===== src/rtl/weight_load_sequencer.sv =====
// ---------------------------------------------------------------------------
// weight_load_sequencer
//
// Sequences weight loading for the MAC array, one output channel per pass:
//   WRITE   - accept N weight beats from the AXIS FIFO into BRAM (addr 0..N-1)
//   PRELOAD - read BRAM back, shifting each returned word into the preload regs
//   LOAD    - one-cycle commit of the preload regs to the active weights
//   WAIT    - hold until the compute pass for this output channel finishes
// N = K*K*Cin words per pass, Cout passes per layer.
//
// Optional build macro:
//   WLS_PERF_CNT_EN - adds perf_cycles[31:0], a saturating count of busy
//                     cycles, cleared when a start is taken in IDLE.
//
// Ports:
//   clk, rst_n            clock, asynchronous active-low reset
//   start                 1-cycle pulse in IDLE: latch config and begin layer
//   abort                 synchronous return to IDLE from any state
//   kernel_size           K
//   input_channel_size    Cin
//   output_channel_size   Cout (number of passes)
//   wbeat_valid/ready     weight beat handshake (see below)
//   bram_write_en         write the accepted beat at bram_addr
//   bram_read_en          read bram_addr
//   bram_addr             shared BRAM address
//   bram_rdata_valid      read data valid, one cycle after bram_read_en
//   load_weight_preload   shift the returned BRAM word into the preload regs
//   load_weight           commit pulse
//   compute_done          current output channel's compute finished
//   write_weight_finish   pulse alongside each load_weight
//   layer_finish          pulse the cycle after the last pass (or a bad config)
//   busy                  sequencer not idle
//   cfg_err               sticky; set by a start with an unusable config
//
// Handshake: a beat is transferred in every cycle where wbeat_valid and
// wbeat_ready are both 1. wbeat_ready is 1 for the whole of WRITE and never
// depends on wbeat_valid; the source must hold a beat until it is taken.
//
// Assumes MAC_NUM <= 2**BRAM_ADDRESS_WIDTH so every legal N-1 fits bram_addr.
// ---------------------------------------------------------------------------
module weight_load_sequencer #(
    parameter int MAC_NUM            = 256,
    parameter int BRAM_ADDRESS_WIDTH = 12,
    parameter int CH_W               = 12
) (
    input  logic                          clk,
    input  logic                          rst_n,
    input  logic                          start,
    input  logic                          abort,
    input  logic [4:0]                    kernel_size,
    input  logic [CH_W-1:0]               input_channel_size,
    input  logic [CH_W-1:0]               output_channel_size,
    input  logic                          wbeat_valid,
    output logic                          wbeat_ready,
    output logic                          bram_write_en,
    output logic                          bram_read_en,
    output logic [BRAM_ADDRESS_WIDTH-1:0] bram_addr,
    input  logic                          bram_rdata_valid,
    output logic                          load_weight_preload,
    output logic                          load_weight,
    input  logic                          compute_done,
    output logic                          write_weight_finish,
    output logic                          layer_finish,
    output logic                          busy,
    output logic                          cfg_err
`ifdef WLS_PERF_CNT_EN
    ,
    output logic [31:0]                   perf_cycles
`endif
);

    localparam int BAW = BRAM_ADDRESS_WIDTH;
    // K*K needs 10 bits; times Cin gives the full, untruncated word count.
    localparam int NW  = 10 + CH_W;

    typedef enum logic [2:0] {
        S_IDLE    = 3'd0,
        S_WRITE   = 3'd1,
        S_PRELOAD = 3'd2,
        S_LOAD    = 3'd3,
        S_WAIT    = 3'd4
    } state_t;

    state_t          state, state_next;
    logic [9:0]      k_sq;
    logic [NW-1:0]   n_full;
    logic            cfg_bad;
    logic [BAW-1:0]  n_last;      // N-1 of the running layer
    logic [CH_W-1:0] cout_last;   // Cout-1 of the running layer
    logic [BAW-1:0]  addr;
    logic            rd_done;     // all N reads of this PRELOAD issued
    logic [BAW-1:0]  rx_cnt;      // read words returned so far in PRELOAD
    logic [CH_W-1:0] pass;
    logic            layer_finish_q;
    logic            cfg_err_q;
    logic            start_ok, start_bad, last_pass;

    assign k_sq    = {5'd0, kernel_size} * {5'd0, kernel_size};
    assign n_full  = NW'(k_sq) * NW'(input_channel_size);
    assign cfg_bad = (n_full == '0) || (n_full > NW'(MAC_NUM)) ||
                     (output_channel_size == '0);

    always_ff @(posedge clk or negedge rst_n) begin
        if (!rst_n) state <= S_IDLE;
        else        state <= state_next;
    end

    always_comb begin
        state_next          = state;
        wbeat_ready         = 1'b0;
        bram_write_en       = 1'b0;
        bram_read_en        = 1'b0;
        load_weight_preload = 1'b0;
        load_weight         = 1'b0;
        write_weight_finish = 1'b0;
        start_ok            = 1'b0;
        start_bad           = 1'b0;
        last_pass           = 1'b0;
        case (state)
            S_IDLE: begin
                if (start) begin
                    if (cfg_bad) begin
                        start_bad = 1'b1;
                    end else begin
                        start_ok   = 1'b1;
                        state_next = S_WRITE;
                    end
                end
            end
            S_WRITE: begin
                wbeat_ready   = 1'b1;
                bram_write_en = wbeat_valid;
                if (wbeat_valid && (addr == n_last)) state_next = S_PRELOAD;
            end
            S_PRELOAD: begin
                bram_read_en        = !rd_done;
                load_weight_preload = bram_rdata_valid;
                if (bram_rdata_valid && (rx_cnt == n_last)) state_next = S_LOAD;
            end
            S_LOAD: begin
                load_weight         = 1'b1;
                write_weight_finish = 1'b1;
                state_next          = S_WAIT;
            end
            S_WAIT: begin
                if (compute_done) begin
                    if (pass == cout_last) begin
                        last_pass  = 1'b1;
                        state_next = S_IDLE;
                    end else begin
                        state_next = S_WRITE;
                    end
                end
            end
            default: state_next = S_IDLE;
        endcase
        // Abort overrides everything, including a start or a final pass.
        if (abort) begin
            state_next = S_IDLE;
            start_ok   = 1'b0;
            start_bad  = 1'b0;
            last_pass  = 1'b0;
        end
    end

    always_ff @(posedge clk or negedge rst_n) begin
        if (!rst_n) begin
            n_last         <= '0;
            cout_last      <= '0;
            addr           <= '0;
            rd_done        <= 1'b0;
            rx_cnt         <= '0;
            pass           <= '0;
            layer_finish_q <= 1'b0;
            cfg_err_q      <= 1'b0;
        end else if (abort) begin
            addr           <= '0;
            rd_done        <= 1'b0;
            rx_cnt         <= '0;
            pass           <= '0;
            layer_finish_q <= 1'b0;
        end else begin
            layer_finish_q <= start_bad || last_pass;
            if (start_ok || start_bad) cfg_err_q <= start_bad;
            if (start_ok) begin
                n_last    <= BAW'(n_full - 1'b1);
                cout_last <= output_channel_size - 1'b1;
                addr      <= '0;
                pass      <= '0;
            end
            case (state)
                S_WRITE: begin
                    if (bram_write_en) addr <= (addr == n_last) ? '0 : addr + 1'b1;
                end
                S_PRELOAD: begin
                    // Address parks on N-1 after the last read instead of wrapping.
                    if (bram_read_en) begin
                        if (addr == n_last) rd_done <= 1'b1;
                        else                addr    <= addr + 1'b1;
                    end
                    if (bram_rdata_valid) rx_cnt <= rx_cnt + 1'b1;
                    if (state_next == S_LOAD) begin
                        addr    <= '0;
                        rd_done <= 1'b0;
                        rx_cnt  <= '0;
                    end
                end
                S_WAIT: begin
                    if (compute_done) pass <= last_pass ? '0 : pass + 1'b1;
                end
                default: ;
            endcase
        end
    end

    assign bram_addr    = addr;
    assign busy         = (state != S_IDLE);
    assign layer_finish = layer_finish_q;
    assign cfg_err      = cfg_err_q;

`ifdef WLS_PERF_CNT_EN
    logic [31:0] perf_q;

    always_ff @(posedge clk or negedge rst_n) begin
        if (!rst_n)                                          perf_q <= '0;
        else if (start_ok || start_bad)                      perf_q <= '0;
        else if (busy && (perf_q != 32'hFFFF_FFFF))          perf_q <= perf_q + 1'b1;
    end

    assign perf_cycles = perf_q;
`endif

endmodule


===== config.mk =====
export PLATFORM = sky130hd
export DESIGN_NAME = weight_load_sequencer
export DESIGN_NICKNAME = d
export VERILOG_FILES = /design/src/rtl/weight_load_sequencer.sv
export SDC_FILE = /design/constraint.sdc
export NUM_CORES = 1
export LEC_CHECK = 0
export BUFFER_PORTS_ARGS = -buffer_cell sky130_fd_sc_hd__buf_4
export CAP_MARGIN = 25
export CORE_MARGIN = 4
export CORE_UTILIZATION = 40
export CTS_CLUSTER_DIAMETER = 30
export CTS_CLUSTER_SIZE = 40
export DETAILED_ROUTE_END_ITERATION = 6
export SYNTH_ARGS = -nofsm -noshare
export SYNTH_HDL_FRONTEND = slang
export SYNTH_SLANG_ARGS = --single-unit

===== constraint.sdc =====
create_clock -name clk -period 2.4 [get_ports clk]
set_clock_uncertainty 0.1 [all_clocks]
set_input_delay 0 -clock clk [delete_from_list [all_inputs] [get_ports clk]]
set_output_delay 0 -clock clk [all_outputs]
set_load 0.05 [all_outputs]

# Word level (Yosys, flattened, before mapping)
# Cells that the tools add are included.
# word_totals
register_bits	66
latchBits	0
ramBits	0
romBits	0
input_bits	36
out_inout_bits	21
elab_cells	93
memories	0
# op_classes
add_sub_neg	5
mul	2
n_div	0
order_cmp	1
eq_ne	8
shift	0
n_mux	48
bitwise	1
n_reduce_logical	19
# op_table
op	n
$mux 12	16
$add 12x1->12 const B	3
$eq 12x12->1	3
$mux 1	24
$pmux 12 s2	1
$sub 12x1->12 const B	2
$gt 22x9->1 const B	1
$logic_not 22->1	1
$mul 10x12->22	1
$mux 3	6
$pmux 3 s5	1
$logic_not 12->1	1
$reduce_bool 3->1	4
$mul 5x5->10	1
$eq 3x2->1 const B	3
$reduce_and 2->1	3
$logic_or 1x1->1	4
$eq 3x1->1 const B	1
$eq 3x3->1 const B	1
$logic_not 3->1	1
$reduce_and 3->1	1
$logic_and 1x1->1	2
$reduce_bool 2->1	1
$logic_not 1->1	1
$not 1->1	1

# Depth between registers and ports, before layout
# Gate-level depths: netlist of the first run.
# logic_depth
word_depth	15
depth_mapped	36
mapped_depth_nobuf	32

# Worst setup path after synthesis of the first run
# OpenSTA, ideal clock, no wires.
# synth_path
path_type	input -> register
from	input port kernel_size[0]
to	register n_last[4]
setup_time_ns	0.127
arrival_ns	9.152
t_required_ns	2.173
path_slack_ns	-6.979
cell_stages	35
n_path_buf	4
cell_sequence	clkbuf_1 > clkbuf_1 > nand2_1 > fa_1 > fa_1 > inv_1 > ha_1 > a31o_2 > ha_1 > inv_1 > o21bai_1 > a21oi_1 > o21bai_1 > a21oi_1 > xor2_1 > clkbuf_1 > nand2_1 > fa_1 > fa_1 > inv_1 > fa_1 > inv_1 > fa_1 > fa_1 > inv_1 > ha_1 > a21o_1 > a31o_1 > a221o_1 > or4_4 > a2111oi_4 > o2111ai_2 > nor4_4 > buf_6 > mux2_1
# synth_between
elab_chain_cells	10
elab_cells_between_ends	12
classes_between	add/sub: 1; mul: 2; order compare: 1; mux: 4; reduce/logical: 4
# synth_rtl
item	line	rtl
start, declared	50	input logic [4:0] kernel_size,
$mul 5x5->10 (*)	98	assign k_sq = {5'd0, kernel_size} * {5'd0, kernel_size};
$mul 10x12->22 (*)	99	assign n_full = NW'(k_sq) * NW'(input_channel_size);
$gt 22x9->1 / $logic_not 22->1 (equally long branches)	100	assign cfg_bad = (n_full == '0) || (n_full > NW'(MAC_NUM)) ||
$logic_or 1x1->1 (2 in a row)	100	
$mux 1	122	if (cfg_bad) begin
$mux 1	121	if (start) begin
$mux 1	119	case (state)
$mux 1	158	if (abort) begin
$reduce_and 2->1 (no source line)	-	
end signal, assigned	186	n_last <= BAW'(n_full - 1'b1);
end, declared	88	logic [BAW-1:0] n_last;
# Every way passes the cells marked *; elsewhere a longest branch is shown, timed or not.
# A chain may end at the register's enable or synchronous reset.

# Worst setup path after layout of the first run
# layout_path
from	input port kernel_size[0]
to	register cout_last[0]
# layout_between
elab_chain_cells	10
elab_cells_between_ends	11
classes_between	mul: 2; order compare: 1; mux: 4; reduce/logical: 4
# layout_rtl
item	line	rtl
$mul 5x5->10 (*)	98	
$mul 10x12->22 (*)	99	
$gt 22x9->1 / $logic_not 22->1 (equally long branches)	100	
$logic_or 1x1->1 (*) (2 in a row)	100	
$mux 1 (*)	122	
$mux 1 (*)	121	
$mux 1 (*)	119	
$mux 1 (*)	158	
$reduce_and 2->1 (no source line) (*)	-	
end signal, assigned	187	cout_last <= output_channel_size - 1'b1;
end, declared	89	logic [CH_W-1:0] cout_last;
# Marked as above.

==> impl_metrics.toml, run 1 <==
[status]
status = "finished, violations left"
violations = "setup timing"

[logic_synthesis]
async_reset_ff_frac = 1.000
synth.avg_cell_area_um2 = 8.836
yosys_warnings = 0
syn_nets = 1121
synthFlopType = "dfrtp_1"
synth_edf_count = 0
yosysUniqueCellTypes = 65
syn_inst = 937
ys_seq_elements = 66
yosysSeqAreaShare = 0.1995
synthesis.area_um2 = 8279

[global_route]
grt_overflow = 0
grt_max_degree = 67
globalRouteTotalUtil = 0.1731
antenna_found_initial = 0
grt_pass1_wl_mm = 34.39
grt_pass1_vias = 7390

[cts]
cts_root_buffer = "clkbuf_16"
clk_latency_ns = 0.33
clockBufferDepth = 2
numCtsBuffers = 9
cts_sinks = 66
cts-htree-levels = 3
clk_pin_slew_worst_paths_ns = 0.06
cts_tree = "done"

[routing]
detail_route.wl_per_cell_um = 13.63
routed-via-count = 7182
antenna_left = 0
drt_pass1_iterations = 4
routed_wl_mm = 19.84
drc = 0
drt_iter0_markers = 235
viasPerCell = 4.933

[floorplanning]
start_util = 0.4079
die_area_um2 = 23060
pin_count = 57
core_area_um2 = 20300
die_y_um = 151.9
rows = 52
die_w_um = 151.9

[sta]
fmax_ghz = 0.1244
fin_crit_ns = 8.041
final-setup-viol-count = 51
hold_viol = 0
worst_slack_ns = -5.641
slew_violations = 0
finalCritPeriodShare = 3.351
rsz0062_at_grt = "true"
slew_headroom = 0.4319
tightest_slew_ns = 0.8521

[worst_setup_path]
cp_slowest_cell = "fa_1"
cpMostUsedCell = "fa_1"
setup.worst_path.end_class = "flop"
startpoint_type = "input pin"
worstPathMaxFanout = 6
critPathKind = "in -> reg"
required_ns = 2.52
arrival_ns = 8.16
max_stage_delay_ns = 0.56

[layout]
seqCellArea_um2 = 1667
final_core_util = 0.5536
areaGrowthSynthToFinish_pct = 35.73
fillCellCount = 1925
diodes = 0
final_nets = 1365
drive_above_1_share = 0.3052
multiInputGateArea_um2 = 6437

[power]
leakage_nw = 5.618
switching_power_w = 0.005283
ir_drop_mv = 1.005
swShare = 0.4292
p_int_w = 0.007025
clockPowerShare = 0.108
power.total_w = 0.01231
p_comb_frac = 0.793
seqPwrFrac = 0.099
power_density_nw_per_um2 = 1095

[flow_run]
max-cap-violations = 0

[placement]
port_buffers = 56
dp.final_hpwl_mm = 16.13
gp_congestion = 0.8625

[worst_hold_path]
hp-class = "in -> reg"
## logic make-up (layout without fill, tap and decap cells)
group / Yosys count / in the layout / synth area share
buffers and inverters: 136 / 385 / 0.06408
and+or+nand+nor: 342 / 342 / 0.2205
AOI/OAI and AO/OA: 135 / 135 / 0.1052
xor gates and xnor gates: 84 / 84 / 0.08886
DFF: 66 / 66 / 0.1995
adders and majority gates: 148 / 148 / 0.2871
muxes: 26 / 26 / 0.03476
## power groups by stage
stage / Combinational, W / Clock [W] / Sequential (W)
after floorplan: 0.00605 / 0 / 0.00123
after global placement: 0.00930 / 0 / 0.00124
after detailed placement: 0.00938 / 0 / 0.00124
after CTS: 0.00968 / 0.00135 / 0.00122
after global routing: 0.0110 / 0.00140 / 0.00123
final: 0.00976 / 0.00133 / 0.00122
## cell usage in the layout (no fill, tap or decap), types with 4 or more instances in the layout
cell type and n:
a21o_1 13, a21oi_1 28, and2_1 78, and2_4 6, and3_1 18, buf_12 4
buf_4 236, buf_6 9, clkbuf_16 9, dfrtp_1 54, dfrtp_2 12, dlygate4sd3_1 10
fa_1 66, fa_2 4, ha_1 70, ha_4 7, inv_1 104, mux2_2 4
mux2_4 15, mux2i_1 7, nand2_1 73, nand2b_1 4, nand3_1 33, nand4_1 12
nand4b_1 9, nor2_1 45, nor2b_1 20, nor3_1 11, nor4_1 8, o21a_1 8
o21ai_0 26, o21ai_1 12, o21ai_2 8, xnor2_1 44, xnor2_2 6, xor2_1 34
## flip-flops by register name, indices dropped and copies added, names as in the netlist
signal        cells
rx_cnt           12
rd_done           1
cfg_err           1
layer_finish      1
pass             12
cout_last        12
bram_addr        12
state             3
n_last           12
## per-layer routing
metal  part of all wire  wire length [um]  global-route usage
met5                  0                 0                   0
met4              0.012               229             0.03724
met3              0.028               565             0.02247
met2               0.50              9836              0.3055
met1               0.46              9209              0.2283
## layout make-up
class,instances,area share
inverters,108,0.03630
well taps,270,0.03006
multi-input cells,735,0.5729
clock inverters,6,0.005790
repair buffers,261,0.1854
clock buffers,10,0.02127
flip-flops and latches,66,0.1483
## final timing paths
check                                             from           end  slack, ns  cells past startpoint
max in group asynchronous                        rst_n  bram_addr[7]       1.37                      2
worst min-delay path            output_channel_size[9]  cout_last[9]       0.03                      4
worst max register to register                 pass[0]       pass[2]      -0.05                      8
worst min register to register            cout_last[9]  cout_last[9]       0.43                      1
worst max-delay path                    kernel_size[0]  cout_last[0]      -5.64                     32
min in group asynchronous                        rst_n  bram_addr[3]       0.21                      2
## synth_stat cells, drive strengths merged, types with 13 or more instances
master / count / share of area
nor2: 48 / 0.022
nand3: 34 / 0.021
o21ai: 46 / 0.028
xor2: 34 / 0.036
a21o: 13 / 0.012
fa: 70 / 0.17
ha: 78 / 0.12
nor2b: 20 / 0.015
and3: 18 / 0.014
clkbuf: 23 / 0.010
xnor2: 50 / 0.053
a21oi: 30 / 0.018
nand2: 77 / 0.035
inv: 107 / 0.049
nor3: 13 / 0.0079
dfrtp: 66 / 0.20
mux2: 19 / 0.026
and2: 84 / 0.064
## what timing repair did
action | 4_1_cts | 5_1_grt
hold endpoints to repair | 75 | 0
pin swaps | 8 | 10
gates resized for setup | 43 | 33
setup endpoints to repair | 51 | 65
buffers inserted | 6 | 1
gates cloned | 1 | 0
hold buffers | 10 | 0
## worst max-delay path, delay by kind of cell
kind / cells / cell delay (ns)
adder cells (fa/ha/maj): 10 / 4.09
AO/OA/AOI/OAI: 10 / 2.02
AND/OR/NAND/NOR: 4 / 1.14
buffers and inverters: 6 / 0.44
multiplexers: 1 / 0.31
XOR/XNOR: 1 / 0.16
## metrics by stage
step | worst slack (ns) | TNS, ns | hold WS, ns | std cells | area, um2
CTS | -5.660 | -284.39 | 0.009133 | 1455 | 11090
global placement | -6.044 | -303.83 | 0.05963 | 1422 | 10520
detailed placement | -6.076 | -306.17 | 0.06040 | 1422 | 10520
floorplan | -6.004 | -297.68 | -0.3956 | 937 | 8496
global route | -6.024 | -303.48 | 0.05092 | 1456 | 11240
finish | -5.641 | -284.17 | 0.02918 | 1456 | 11240
(Power assumes the default switching activity.)
==> inputs of run 2 (changes only) <==
--- a/config.mk
+++ b/config.mk
@@ -10,8 +10,9 @@
 export CORE_MARGIN = 4
 export CORE_UTILIZATION = 40
 export CTS_CLUSTER_DIAMETER = 30
-export CTS_CLUSTER_SIZE = 40
+export CTS_CLUSTER_SIZE = 8
 export DETAILED_ROUTE_END_ITERATION = 6
+export SKIP_LAST_GASP = 1
 export SYNTH_ARGS = -nofsm -noshare
 export SYNTH_HDL_FRONTEND = slang
 export SYNTH_SLANG_ARGS = --single-unit
==> constraint.sdc (replaced) <==
create_clock -name clk -period 9.22 [get_ports clk]
set_clock_uncertainty 0.1 [all_clocks]
set_input_delay 0 -clock clk [delete_from_list [all_inputs] [get_ports clk]]
set_output_delay 0 -clock clk [all_outputs]
set_load 0.05 [all_outputs]
==> impl_metrics.toml, run 2 (synthesis gave the netlist of run 1 again) <==
[placement]
dp.final_hpwl_mm = 14.95
port_buffers = 56
gp_congestion = 0.8422

[floorplanning]
pin_count = 57
core_area_um2 = 20300
rows = 52
start_util = 0.4079
die_y_um = 151.9
die_w_um = 151.9
die_area_um2 = 23060

[global_route]
grt_max_degree = 67
grt_overflow = 0
globalRouteTotalUtil = 0.1655
antenna_found_initial = 0
grt_pass1_wl_mm = 32.40
grt_pass1_vias = 6616

[sta]
slew_headroom = 0.3841
hold_viol = 0
rsz0062_at_grt = "false"
final.setup.tns_ns = 0
hold_slack_ns = 0.04082
slew_violations = 0
tightest_slew_ns = 0.9238
finalCritPeriodShare = 0.9539
fmax_ghz = 0.1137
final-setup-viol-count = 0
fin_crit_ns = 8.795

[worst_setup_path]
startpoint_type = "input pin"
arrival_ns = 8.89
cp_slowest_cell = "fa_1"
path_buf_inv = 8
required_ns = 9.32
cpMostUsedCell = "fa_1"
worstPathMaxFanout = 21
max_stage_delay_ns = 0.54
crit_family = "adder cells"
setup.worst_path.end_class = "flop"
critPathKind = "in -> reg"

[layout]
final_core_util = 0.4680
layout_common_cells = "inv_1, and2_1, ha_1"
final_nets = 1194
areaGrowthSynthToFinish_pct = 14.75
diodes = 0
drive_above_1_share = 0.1075
mostFrequentLayoutCell = "inv_1"

[power]
seqPwrFrac = 0.124
p_comb_frac = 0.754
leakage_nw = 4.661
power.total_w = 0.002546
power_density_nw_per_um2 = 268.0
ir_drop_mv = 0.1804
p_int_w = 0.001315
swShare = 0.4835
clockPowerShare = 0.122
switching_power_w = 0.001231

[worst_hold_path]
hp-class = "in -> reg"

[status]
status = "finished, final reports clean"

[cts]
cts_root_buffer = "clkbuf_16"
cts_sinks = 66
clockBufferDepth = 2
cts-htree-levels = 3
clk_latency_ns = 0.33
numCtsBuffers = 9
cts_tree = "done"
clk_pin_slew_worst_paths_ns = 0.05

[flow_run]
max-cap-violations = 0

[routing]
drt_iter0_markers = 260
detail_route.wl_per_cell_um = 14.72
routed_wl_mm = 18.91
drc = 0
drt_pass1_iterations = 4
antenna_left = 0
routed-via-count = 6546
viasPerCell = 5.098
## run 2: final cells by class
cell class / count / area (um2)
Clock buffer: 10 / 239.0
Timing Repair Buffer: 90 / 719.4
Fill cell: 1982 / 10800
Multi-Input combinational cell: 735 / 6116
Tap cell: 270 / 337.8
Clock inverter: 5 / 31.28
Inverter: 108 / 405.4
Sequential cell: 66 / 1652
## run 2: worst register-to-register path: cells and delay by family, from the launching register on
kind | cells | cell delay, ns
AOI/OAI and AO/OA | 3 | 1.21
xor gates and xnor gates | 1 | 0.16
and+or+nand+nor | 4 | 1.14
DFF | 1 | 0.50
## run 2: power groups by stage
stage	registers, W	clock network [W]	logic [W]
after global placement	0.000321	0	0.00188
final	0.000316	0.000310	0.00192
after CTS	0.000316	0.000320	0.00192
after global routing	0.000318	0.000333	0.00221
after floorplan	0.000319	0	0.00143
after detailed placement	0.000321	0	0.00189
## run 2: metal layers
layer / up-vias / share of wire / GRT usage
met5: - / 0 / 0
met4: 0 / 0.011 / 0.04067
met3: 10 / 0.030 / 0.02076
met2: 98 / 0.48 / 0.2686
met1: 3157 / 0.48 / 0.2365
li1: 3281 / - / -
## run 2: worst paths after layout
check                               startpoint            to  slack [ns]  cells after the start
worst min-delay path                     start       cfg_err        0.04                      3
max in group asynchronous                rst_n       pass[3]        8.24                      2
min in group asynchronous                rst_n  bram_addr[8]        0.20                      2
worst min register to register         cfg_err       cfg_err        0.41                      2
worst max-delay path            kernel_size[2]     n_last[5]        0.43                     33
worst max register to register    bram_addr[9]  bram_addr[3]        6.02                      8
## run 2: stage by stage
step | cell area [um2] | std cells | worst slack (ns)
final | 9500 | 1284 | 0.4251
after global routing | 9500 | 1284 | 0.007921
after floorplan | 8282 | 937 | 0.04593
after global placement | 9040 | 1252 | 0.1165
after CTS | 9470 | 1283 | 0.2857
after detailed placement | 9040 | 1252 | -0.03646
## run 2: what timing repair did
action	CTS	global route
endpoints found under the hold margin	81	0
hold buffers	16	0
setup endpoints to repair	0	19
buffers inserted	0	1
resized for setup	0	5
